## src/rtl/imem_pkg.sv

```systemverilog
// Shared constants, FSM state type and parity helper for the loadable instruction memory.
package imem_pkg;

    localparam logic [31:0] NOP_INSTR = 32'h0000_0013;

    typedef enum logic {
        RUN  = 1'b0,
        LOAD = 1'b1
    } state_t;

    // Even-parity bit for a word of up to 64 bits; callers zero-extend narrower words.
    function automatic logic parity_of(input logic [63:0] word);
        return ^word;
    endfunction

endpackage

```

## src/rtl/imem_byte_packer.sv

```systemverilog
// Packs a little-endian byte stream into XLEN-bit words; a flush emits a partial word with upper lanes zero.
module imem_byte_packer #(
    parameter int XLEN = 32
) (
    input  logic            clk,
    input  logic            reset,
    input  logic            clear,
    input  logic            byte_valid,
    input  logic [7:0]      byte_data,
    input  logic            flush,
    output logic [XLEN-1:0] word,
    output logic            we
);

    localparam int BYTES  = XLEN / 8;
    localparam int LANE_W = (BYTES > 1) ? $clog2(BYTES) : 1;

    logic [LANE_W-1:0] lane;
    logic [XLEN-1:0]   asm_word;
    logic [XLEN-1:0]   asm_next;
    logic [LANE_W:0]   fill;

    // The incoming byte is packed before any flush in the same cycle is evaluated.
    always_comb begin
        asm_next = asm_word;
        if (byte_valid) begin
            asm_next[lane*8 +: 8] = byte_data;
        end
        fill = {1'b0, lane} + (LANE_W + 1)'(byte_valid);
        we   = (fill == (LANE_W + 1)'(BYTES)) || (flush && (fill != '0));
        word = asm_next;
    end

    // Assembly register is zeroed after each write so unfilled lanes read as zero on flush.
    always_ff @(posedge clk) begin
        if (reset || clear || we) begin
            lane     <= '0;
            asm_word <= '0;
        end else begin
            lane     <= fill[LANE_W-1:0];
            asm_word <= asm_next;
        end
    end

endmodule

```

## src/rtl/imem_loadable.sv

```systemverilog
// Synchronous instruction memory with byte-stream program load and faulting fetch port (XLEN 16..64).
// Optional IMEM_PARITY_EN stores one even-parity bit per word and flags mismatches on fetch.
module imem_loadable
    import imem_pkg::*;
#(
    parameter int XLEN   = 32,
    parameter int DEPTH  = 64,
    parameter int ADDR_W = 8
) (
    input  logic                       clk,
    input  logic                       reset,
    input  logic                       fetch_valid,
    output logic                       fetch_ready,
    input  logic [ADDR_W-1:0]          fetch_addr,
    output logic                       instr_valid,
    output logic [XLEN-1:0]            instr,
    output logic                       instr_fault,
    input  logic                       load_start,
    input  logic                       load_valid,
    input  logic [7:0]                 load_byte,
    input  logic                       load_done,
    output logic                       load_busy,
    output logic [$clog2(DEPTH):0]     load_count,
    output logic                       load_overflow,
    output logic                       parity_err
);

    localparam int BYTES = XLEN / 8;
    localparam int OFF_W = $clog2(BYTES);
    localparam int AW    = $clog2(DEPTH);
    localparam int CNT_W = AW + 1;
    localparam logic [XLEN-1:0] NOP_W = XLEN'(NOP_INSTR);

    state_t state_q, state_d;

    logic [XLEN-1:0] mem [DEPTH];

    logic              in_load;
    logic              full;
    logic              pk_valid;
    logic              pk_flush;
    logic              pk_we;
    logic [XLEN-1:0]   pk_word;
    logic              fire;
    logic [ADDR_W-1:0] word_idx;
    logic              misaligned;
    logic              out_of_range;
    logic              fault_now;

    always_ff @(posedge clk) begin
        if (reset) begin
            state_q <= RUN;
        end else begin
            state_q <= state_d;
        end
    end

    // A start pulse always wins, so a start during LOAD restarts the load.
    always_comb begin
        state_d     = state_q;
        fetch_ready = 1'b0;
        load_busy   = 1'b0;
        if (load_start) begin
            state_d = LOAD;
        end else if (state_q == LOAD && load_done) begin
            state_d = RUN;
        end
        if (state_q == RUN) begin
            fetch_ready = 1'b1;
        end else begin
            load_busy = 1'b1;
        end
    end

    assign in_load  = (state_q == LOAD) && !load_start;
    assign full     = (load_count == CNT_W'(DEPTH));
    assign pk_valid = in_load && load_valid && !full;
    assign pk_flush = in_load && load_done;

    imem_byte_packer #(
        .XLEN (XLEN)
    ) u_packer (
        .clk        (clk),
        .reset      (reset),
        .clear      (load_start),
        .byte_valid (pk_valid),
        .byte_data  (load_byte),
        .flush      (pk_flush),
        .word       (pk_word),
        .we         (pk_we)
    );

    // Write pointer doubles as the word count; a write only happens while not full.
    always_ff @(posedge clk) begin
        if (reset || load_start) begin
            load_count    <= '0;
            load_overflow <= 1'b0;
        end else begin
            if (pk_we) begin
                load_count <= load_count + 1'b1;
            end
            if (in_load && load_valid && full) begin
                load_overflow <= 1'b1;
            end
        end
    end

    always_ff @(posedge clk) begin
        if (pk_we) begin
            mem[load_count[AW-1:0]] <= pk_word;
        end
    end

    assign fire         = fetch_valid && fetch_ready;
    assign word_idx     = fetch_addr >> OFF_W;
    assign misaligned   = (fetch_addr[OFF_W-1:0] != '0);
    assign out_of_range = (int'(word_idx) >= DEPTH);
    assign fault_now    = misaligned || out_of_range;

    // Registered read: outputs hold their last values when no fetch is accepted.
    always_ff @(posedge clk) begin
        if (reset) begin
            instr_valid <= 1'b0;
            instr       <= NOP_W;
            instr_fault <= 1'b0;
        end else begin
            instr_valid <= fire;
            if (fire) begin
                instr_fault <= fault_now;
                instr       <= fault_now ? NOP_W : mem[word_idx[AW-1:0]];
            end
        end
    end

`ifdef IMEM_PARITY_EN
    logic par_mem [DEPTH];
    logic par_err_p1;

    always_ff @(posedge clk) begin
        if (pk_we) begin
            par_mem[load_count[AW-1:0]] <= parity_of(64'(pk_word));
        end
    end

    always_ff @(posedge clk) begin
        if (reset) begin
            par_err_p1 <= 1'b0;
        end else if (fire) begin
            par_err_p1 <= !fault_now &&
                          (parity_of(64'(mem[word_idx[AW-1:0]])) != par_mem[word_idx[AW-1:0]]);
        end
    end

    assign parity_err = par_err_p1;
`else
    assign parity_err = 1'b0;
`endif

endmodule

```

## config.mk

```make
export PLATFORM = sky130hd
export DESIGN_NAME = imem_loadable
export DESIGN_NICKNAME = d
export VERILOG_FILES = /design/src/rtl/imem_pkg.sv /design/src/rtl/imem_byte_packer.sv /design/src/rtl/imem_loadable.sv
export SDC_FILE = /design/constraint.sdc
export NUM_CORES = 2
export LEC_CHECK = 0
export CAP_MARGIN = 10
export CORE_ASPECT_RATIO = 1.1
export CORE_MARGIN = 2
export CORE_UTILIZATION = 24
export CTS_BUF_LIST = sky130_fd_sc_hd__clkbuf_16
export DETAILED_ROUTE_END_ITERATION = 10
export GPL_TIMING_DRIVEN = 0
export PLACE_DENSITY_LB_ADDON = 0.12
export SYNTH_ARGS = -nofsm -noshare
export SYNTH_HDL_FRONTEND = slang
export SYNTH_SLANG_ARGS = --single-unit
```

## constraint.sdc

```tcl
create_clock -name clk -period 18.9 [get_ports clk]
set_input_delay 1.89 -clock clk [delete_from_list [all_inputs] [get_ports clk]]
set_output_delay 1.89 -clock clk [all_outputs]
set_load 0.005 [all_outputs]
```

### Word level (Yosys, flattened, before mapping)

Memories as Yosys holds them, arrays and structs flattened.
Index checks and enable logic that the tools add are counted.

* register bits after elaboration: 77
* memory bits (writable): 2048
* logic and storage cells: 43
* memories: 1

Memory list
* mem: words 64, width 32, read ports 1, clocked after Yosys merged registers in 0, wr ports 1, line imem_loadable.sv:36 `logic [XLEN-1:0] mem [DEPTH];`

* add/subtract/negate cells: 3
* order comparisons: 1
* eq/ne operators: 2
* shift operators: 2
* multiplexer cells: 9
* reduce and logical (&&, ||, !) cells: 17

Operators by type and width (count)
* $mux W32: 2
* $neg A5 Y34: 1
* $shift A8 B34 Y32 const A: 1
* $shiftx A8 B34 Y32: 1
* $bwmux W32: 1
* $logic_and A1 B1 Y1: 8
* $add A7 B1 Y7 const B: 1
* $eq A7 B7 Y1 const B: 1
* $ge A6 B7 Y1 const B: 1
* $mux W1: 6
* $logic_or A1 B1 Y1: 4
* $reduce_bool A2 Y1: 2
* $add A2 B1 Y3: 1
* $eq A3 B3 Y1 const B: 1
* $reduce_bool A3 Y1: 1
* $logic_not A1 Y1: 2

### Logic depth before layout (Yosys ltp)

* depth after elaboration: 10
* depth in mapped cells: 13

### Modules after synthesis

From an unflattened synthesis, not the netlist that was laid out.

* cells, all modules: 3853
* area total of the unflattened synthesis: 81692.1 um^2

By module, submodules not included
* imem_loadable: times used 1, cells an instance 3664, area an instance 80118.1 um^2, sequential area each 62359.8 um^2
* imem_byte_packer: times used 1, cells an instance 189, area an instance 1574.0 um^2, sequential area each 680.7 um^2

### Least setup slack after synthesis

No wires, ideal clock.

* path kind: input port to flip-flop
* start point: in load_start
* end point: mem mem[35][0], enable pin
* arrival: 7.239 ns
* data required time: 18.387 ns
* slack: 11.148 ns
* stages on the path: 10
* buffers on the path: 2
* cell sequence: and3b_1 -> o21a_1 -> clkbuf_1 -> ha_1 -> ha_1 -> or3b_2 -> o41ai_1 -> buf_2 -> nor2b_1 -> nor4b_1

* longest elaborated chain between the ends: 10
* elaborated cells between the ends (all ways): 12
* classes of those cells: add/sub (1); eq/ne (1); mux (2); reduce/logical (8)

RTL lines
* start: declaration: line imem_loadable.sv:18 `input logic load_start,`
* $logic_not A1 Y1 (*): line imem_loadable.sv:75 `assign in_load = (state_q == LOAD) && !load_start;`
* $logic_and A1 B1 Y1 (*): line imem_loadable.sv:75
* $logic_and A1 B1 Y1 (*) (2 in series): line imem_loadable.sv:77 `assign pk_valid = in_load && load_valid && !full;`
* $add A2 B1 Y3 (*): line imem_byte_packer.sv:29 `fill = {1'b0, lane} + (LANE_W + 1)'(byte_valid);`
* via u_packer.fill[1]: line imem_byte_packer.sv:21 `logic [LANE_W:0] fill;`
* $reduce_bool A3 Y1: line imem_byte_packer.sv:30 `we = (fill == (LANE_W + 1)'(BYTES)) || (flush && (fill != '0));`
* $logic_and A1 B1 Y1: line imem_byte_packer.sv:30
* $logic_or A1 B1 Y1 (*): line imem_byte_packer.sv:30
* $mux W1 (*): line imem_loadable.sv:109 `if (pk_we) begin`
* $mux W1 (not written as such) (*): line imem_loadable.sv:110 `mem[load_count[AW-1:0]] <= pk_word;`
* end: declaration: line imem_loadable.sv:36

The timed path passes the listed nets; every way through them passes the cells marked *.

### Final worst setup path

* start point: in load_start
* end point: mem mem[11][29], enable pin

The elaborated chain is that of the path after synthesis.

==> flow_summary.toml <==
[cells_and_area]
fin_cells = 9025
layout_commonest_cell = "edfxtp_1"
regArea_mm2 = 0.06304
drive_gt1_frac = 0.2860
finalInstanceArea_mm2 = 0.09961
synthToLayoutAreaGrowth_pct = 21.64
post-route-util = 0.2937
nFillCells = 33180
multiInputGateArea_mm2 = 0.01806
mostFrequentLayoutCells = "edfxtp_1, mux4_2, clkbuf_16"
nNetsFinal = 4331

[detailed_routing]
post_drt_wl_per_cell_um = 38.60
drtIter0Drc = 5087
drc_errors = 0
vias = 43775
firstDrtPassIters = 8
ant_nets = 0
drt-total-wl_um = 348400
vias_per_cell = 4.850

[grt]
track_usage = 0.1983
grt_pass1_wl_um = 451500
grt_max_degree = 65
grt-ovfl-total = 0
use_met1 = 0.2623
grtUsageMet2 = 0.3350
grt_pass1_vias = 43454
antenna_found_initial = 32
use_met3 = 0.02858
top_usage_layer = "met2"

[cts]
post_cts.repair.setup_buffers = 0
cts-htree-levels = 4
cts.path.max_buffers = 4
numCtsBuffers = 238
clock-root-buffer = "clkbuf_16"
holdBufCountCts = 0
cts_tree = "built"
clk-insertion-delay-late_ns = 0.90
clkSlewWorstSetupHoldPaths_ns = 0.07
cts_sinks = 2125
cts_resized = 0

[placement]
place_hpwl_um = 242000
dp_slack_ns = 11.07
place_area_mm2 = 0.09221
portBuffers = 62
gp_congestion = 0.8068
place_inst = 8578

[yosys]
ys.warnings.count = 0
ys.flop_type = "edfxtp_1"
async_reset_ff_frac = 0
yosysSeqAreaShare = 0.7698
synth_edf_count = 2048
synth-simple-area-share = 0.02972
synth_xor_area_frac = 0.0004278
synth.area.mux_share = 0.1566
synth_cells = 3827
netlist_area_mm2 = 0.08189
synth.top_cell.area_share = 0.7510
synthAdderAreaFrac = 0.001375
synth_compound_area_frac = 0.02481
syn_area_per_cell_um2 = 21.40
synth_nets = 3858
yosysUniqueCellTypes = 77
synth_top_cell_by_area = "edfxtp_1"
ys_ff_latch = 2125
synth_top_family_by_area = "multiplexers"
synthTopCellsByArea = "edfxtp_1, mux4_2, dfxtp_1"

[status]
violations = "max-slew violations"
outcome = "complete, but fails checks"

[timing]
setup_violations = 0
worst_slack_ns = 12.24
worstMarginPinSlew_ns = 1.567
clock-skew-final_ns = 0.04547
final-hold-violation-count = 0
fin_hold_ws_ns = 0.4798
rsz0062_at_grt = "no"
fin_crit_ns = 6.663
fin_tns_setup_ns = 0
post-route-period-util = 0.3525
fmax_ghz = 0.1501
slew_violations = 1
slew-limit-headroom = -0.04474

[power]
p_leak_nw = 33.77
p_total_mw = 9.978
peakVddDrop_mv = 0.07185
p_per_area_mw_per_mm2 = 100.2

[worst_setup_path]
crit_type = "input pin to register"
setup.worst_path.start_class = "input pin"
crit_path_end_kind = "register"
cp.required_ns = 19.48
critPathMaxFanout = 14
worst_ep_arrival_time_ns = 7.25

[worst_hold_path]
hp-class = "register to register"

[die]
pin_count = 67
die_w_um = 560.9
start_util = 0.2415
rows = 224
core_mm2 = 0.3391
die-height_um = 616.6
dieArea_mm2 = 0.3459

[run]
max_cap_violations = 0
## kinds of logic (layout without fill, tap and decap cells)
family,count (synthesis),count (layout)
compound gates,293,293
xor+xnor,4,4
fa+ha+maj,9,9
buf+inv,225,894
flops,2125,2125
mux,656,656
other cells,1,10
simple gates,514,514
## synthesized netlist by cell type (all sizes together) (9+ instances only)
| cell type | n |
|---|---|
| dfxtp | 77 |
| nand2b | 13 |
| ha | 9 |
| o22ai | 17 |
| o211ai | 9 |
| clkbuf | 57 |
| nor3 | 26 |
| edfxtp | 2048 |
| nor2 | 107 |
| a211oi | 18 |
| nor2b | 27 |
| nand3 | 83 |
| a22oi | 61 |
| o21ai | 21 |
| a22o | 9 |
| a221oi | 10 |
| nor4 | 11 |
| buf | 153 |
| inv | 15 |
| mux4 | 497 |
| nand4 | 24 |
| mux2i | 131 |
| nand2 | 174 |
| mux2 | 28 |
| and2 | 12 |
| a21oi | 70 |
| a31oi | 20 |
## cell type report
class | instances | area share
Antenna cell | 9 | 0.0002261
Buffer | 210 | 0.01373
Clock buffer | 239 | 0.06004
Clock inverter | 197 | 0.01370
Inverter | 15 | 0.0005652
Multi-Input combinational cell | 1477 | 0.1813
Sequential cell | 2125 | 0.6329
Tap cell | 4520 | 0.05677
Timing Repair Buffer | 233 | 0.04076
## layer usage
metal  vias to the layer above  wire length [um]
met1                     24707            147000
met4                        10             12000
met5                         -                75
met3                       409             18600
met2                      1594            170700
li1                      17055                 -
## state kept, by name (all words and copies together), names as in the netlist
signal and cells:
instr_fault 1, instr_valid 1, instr 32, u_packer.lane 2, load_overflow 1, mem 2048, load_count 7, u_packer.asm_word 32
state_q 1
## where the power goes
group          switching (mW)  leakage [nW]  total, mW  internal, mW
Combinational           0.291          7.92      0.400         0.109
Sequential            0.00444          22.0       5.10          5.09
Clock                    1.96          3.82       4.48          2.52
## path summary, 6_finish.rpt
kind,startpoint,to,slack [ns],cells past startpoint
min reg2reg,load_overflow,load_overflow,0.48,2
max reg2reg,load_count[3],mem[11][29],12.83,14
max,load_start,mem[11][29],12.24,13
min,load_overflow,load_overflow,0.48,2
## critical path, cell delays in order
cell             delay (ns)
clkdlybuf4s50_1        0.46
and3b_1                0.28
o21a_1                 0.38
clkbuf_1               0.40
ha_1                   0.23
ha_1                   0.25
or3b_2                 0.63
o41ai_1                0.19
nor2b_1                0.34
nand3_1                0.73
nor2_4                 0.90
buf_12                 0.28
buf_16                 0.20
Power figures use the tool's default switching activity.
==> RTL edit: new RTL, same settings <==
Build with the macro `IMEM_PARITY_EN` defined.
--- a/src/rtl/imem_loadable.sv
+++ b/src/rtl/imem_loadable.sv
@@ -1,5 +1,7 @@
 // Synchronous instruction memory with byte-stream program load and faulting fetch port (XLEN 16..64).
 // Optional IMEM_PARITY_EN stores one even-parity bit per word and flags mismatches on fetch.
+`define IMEM_PARITY_EN
+
 module imem_loadable
     import imem_pkg::*;
 #(
Check against the original RTL: no difference found for any inputs over 4 cycles, from zero or initial values and one cycle with reset high; that may be too few to reach the edited logic, so the function may still have changed.
==> RTL edit against the original RTL <==
  * Wire length is 6.6% higher
  * Largest cell class unchanged
  * Sequential cell count is 65 higher
  * Sequential share of layout area is 1.3 points lower
  * Power is 4.2% higher
  * Via count is 3.6% higher
  * Clock power is 4% higher
  * Setup slack worse by 1100 ps
  * Design area is 5.2% higher
  * Area after synthesis is 3.7% higher
  * Synthesized cell count is 0.76% higher
  * Non-clock buffer count is 68 higher
  * Maximum frequency is 14% lower
  * Critical path type unchanged
  * Global-route usage is 0.64 points higher
==> RTL edit: results (changes against the original RTL) <==
The clock tree root driver cell was sky130_fd_sc_hd__clkbuf_16 (unchanged). The logs give 940 ps (was 900 ps) for the clock network latency to the later pin of the worst-skew pair and 20.5% (was 19.8%) for the overall global routing resource usage. Post-synthesis net count: 3887 (was 3858).

The family of cells with the greatest summed delay on the critical path was buffers and inverters (was simple AND/OR/NAND/NOR gates). Clock-pin slew was measured on the worst setup and hold paths at 60 ps. For the post-place setup slack, the log shows 10220 ps (was 11070 ps).

The register-to-register path setup slack is 12330 ps (was 12830 ps). Period utilization: 41.0% (was 35.3%). The maximum buffer depth of the clock tree was 4 (unchanged).

The number of buffers created by CTS is 245 (was 238), and the ratio of cells with drive above 1 in the final layout is 30.7% (was 28.6%). The flow ran to the end, and the final reports show no timing, DRC or antenna violations. The placer's final routability congestion estimate is 0.763 (was 0.807), and the first-pass GRT wire length is 477000 µm (was 452000 µm).

The wire length after detailed routing was 371000 µm (was 348000 µm). The number of filler cells placed in the layout is 34500 (was 33200). The run gives 4441 (was 4331) as the final-stage net count. Biggest fanout along the worst timing path: 10 (was 14). For the total vias in the final route, the log shows 45300 (was 43800). Number of buffers inserted by port buffering: 62 (unchanged). The post-cts repair resize count is 0 (unchanged), and the longest individual stage delay on the worst path is 940 ps (was 900 ps). The worst hold path class is reg2reg (unchanged). The worst endpoint data arrival time was 8530 ps (was 7250 ps). The cell internal power dissipation was 0.00802 W (was 0.00773 W); the worst IR drop on VDD was 0.0000804 V (was 0.0000718 V). For the initial detailed-routing violation count, the log shows 5965 (was 5087). The sequential group power is 0.00526 W (was 0.00510 W), and the number of flops mapped to enable cells by yosys is 2112 (was 2048). The critical path's slowest cell was sky130_fd_sc_hd__buf_1 (was sky130_fd_sc_hd__nor2_4). The run gives 30.8 nW (was 33.8 nW) as the leakage component of the power. The number of detailed-route iterations in the first pass was 5 (was 8). The tools report the maximum level of the CTS H-tree as 4 (unchanged). Synth top cells by count: sky130_fd_sc_hd__edfxtp_1, sky130_fd_sc_hd__mux4_2, sky130_fd_sc_hd__nor2_1, sky130_fd_sc_hd__nand2_1, sky130_fd_sc_hd__mux2i_1 (was sky130_fd_sc_hd__edfxtp_1, sky130_fd_sc_hd__mux4_2, sky130_fd_sc_hd__nand2_1, sky130_fd_sc_hd__mux2i_1, sky130_fd_sc_hd__nor2_1). The combinational share of power is 4.5% (was 4.0%). Synth top area cells: sky130_fd_sc_hd__edfxtp_1, sky130_fd_sc_hd__mux4_2, sky130_fd_sc_hd__dfxtp_1 (unchanged).

The estimated wirelength of the detail-placed design was 265000 µm (was 242000 µm). The setup skew after layout came out at 56.7 ps (was 45.5 ps). The logs give 24 (was 32) for the initial antenna violation count and 76.5% (was 77.0%) for the fraction of the yosys area taken by sequential cells. Worst-margin pin slew: 1430 ps (was 1570 ps).

The count of unique library cells instantiated by Yosys is 68 (was 77).
## RTL edit: cell types whose count changed in the layout (fill, tap and decap cells not counted), moves of 22 or more
cell / unedited run / this run
sky130_fd_sc_hd__mux2i_1: 131 / 107
sky130_fd_sc_hd__buf_4: 54 / 27
sky130_fd_sc_hd__nand4_1: 24 / 1
sky130_fd_sc_hd__edfxtp_1: 2048 / 2112
sky130_fd_sc_hd__inv_2: 0 / 23
sky130_fd_sc_hd__buf_12: 128 / 208
sky130_fd_sc_hd__nand3_1: 83 / 21
sky130_fd_sc_hd__mux4_2: 496 / 557
sky130_fd_sc_hd__and3_1: 5 / 28
sky130_fd_sc_hd__xnor2_1: 1 / 38
sky130_fd_sc_hd__buf_8: 7 / 29
sky130_fd_sc_hd__nor2_1: 41 / 89
## RTL edit: worst min-delay path, cell delays in order, from the launching register on
cell                      delay [ps]
sky130_fd_sc_hd__dfxtp_1         330
sky130_fd_sc_hd__a41oi_1          50
sky130_fd_sc_hd__nor2_1           70
## RTL edit: through the flow
| step | util [%] | area [µm²] | hold WS (ps) | power, W | std cells |
|---|---|---|---|---|---|
| after detailed placement | 27.5 | 97100 | 471 | 0.00584 | 8898 |
| after global routing | 29.7 | 105000 | 528 | 0.0107 | 9350 |
| final | 29.7 | 105000 | 476 | 0.0104 | 9352 |
| after floorplan | - | 84900 | 457 | 0.00559 | 3856 |
| after CTS | 29.7 | 105000 | 485 | 0.0105 | 9349 |
| after global placement | 25.9 | 91400 | 468 | 0.00583 | 8653 |
## RTL edit: final timing paths
kind,startpoint,endpoint,cells after the start
setup / recovery,fetch_addr[4],parity_err,16
hold / removal,load_overflow,load_overflow,2
setup reg to reg,load_count[3],mem[9][28],17
hold reg to reg,load_overflow,load_overflow,2
## RTL edit: per-layer routing
metal | vias to the layer above | GRT usage, % | wire [µm]
li1 | 17300 | - | -
met1 | 25800 | 28.6 | 164000
met2 | 1828 | 33.7 | 177000
met3 | 428 | 2.47 | 19600
met4 | 0 | 5.36 | 10300
met5 | - | 0 | 0
## RTL edit: layout make-up
type	count	area (µm²)	share of cell area [%]
Buffer	204	1480	1.41
Clock inverter	205	1530	1.46
Timing Repair Buffer	307	5630	5.37
Multi-Input combinational cell	1432	19000	18.1
Sequential cell	2190	65000	62.0
Antenna cell	3	7.51	0.00716
Clock buffer	246	6160	5.87
Tap cell	4735	5920	5.65
Inverter	30	113	0.107
## RTL edit: logic make-up (layout without fill, tap and decap cells)
family	count (synthesis)	count (layout)	share of synthesized area, %
AO/OA/AOI/OAI	269	269	2.11
XOR/XNOR	61	61	0.760
adder cells (fa/ha/maj)	9	9	0.133
buffers and inverters	234	992	1.84
flip-flops	2190	2190	76.5
multiplexers	684	684	16.5
other	0	3	0
AND/OR/NAND/NOR	409	409	2.16
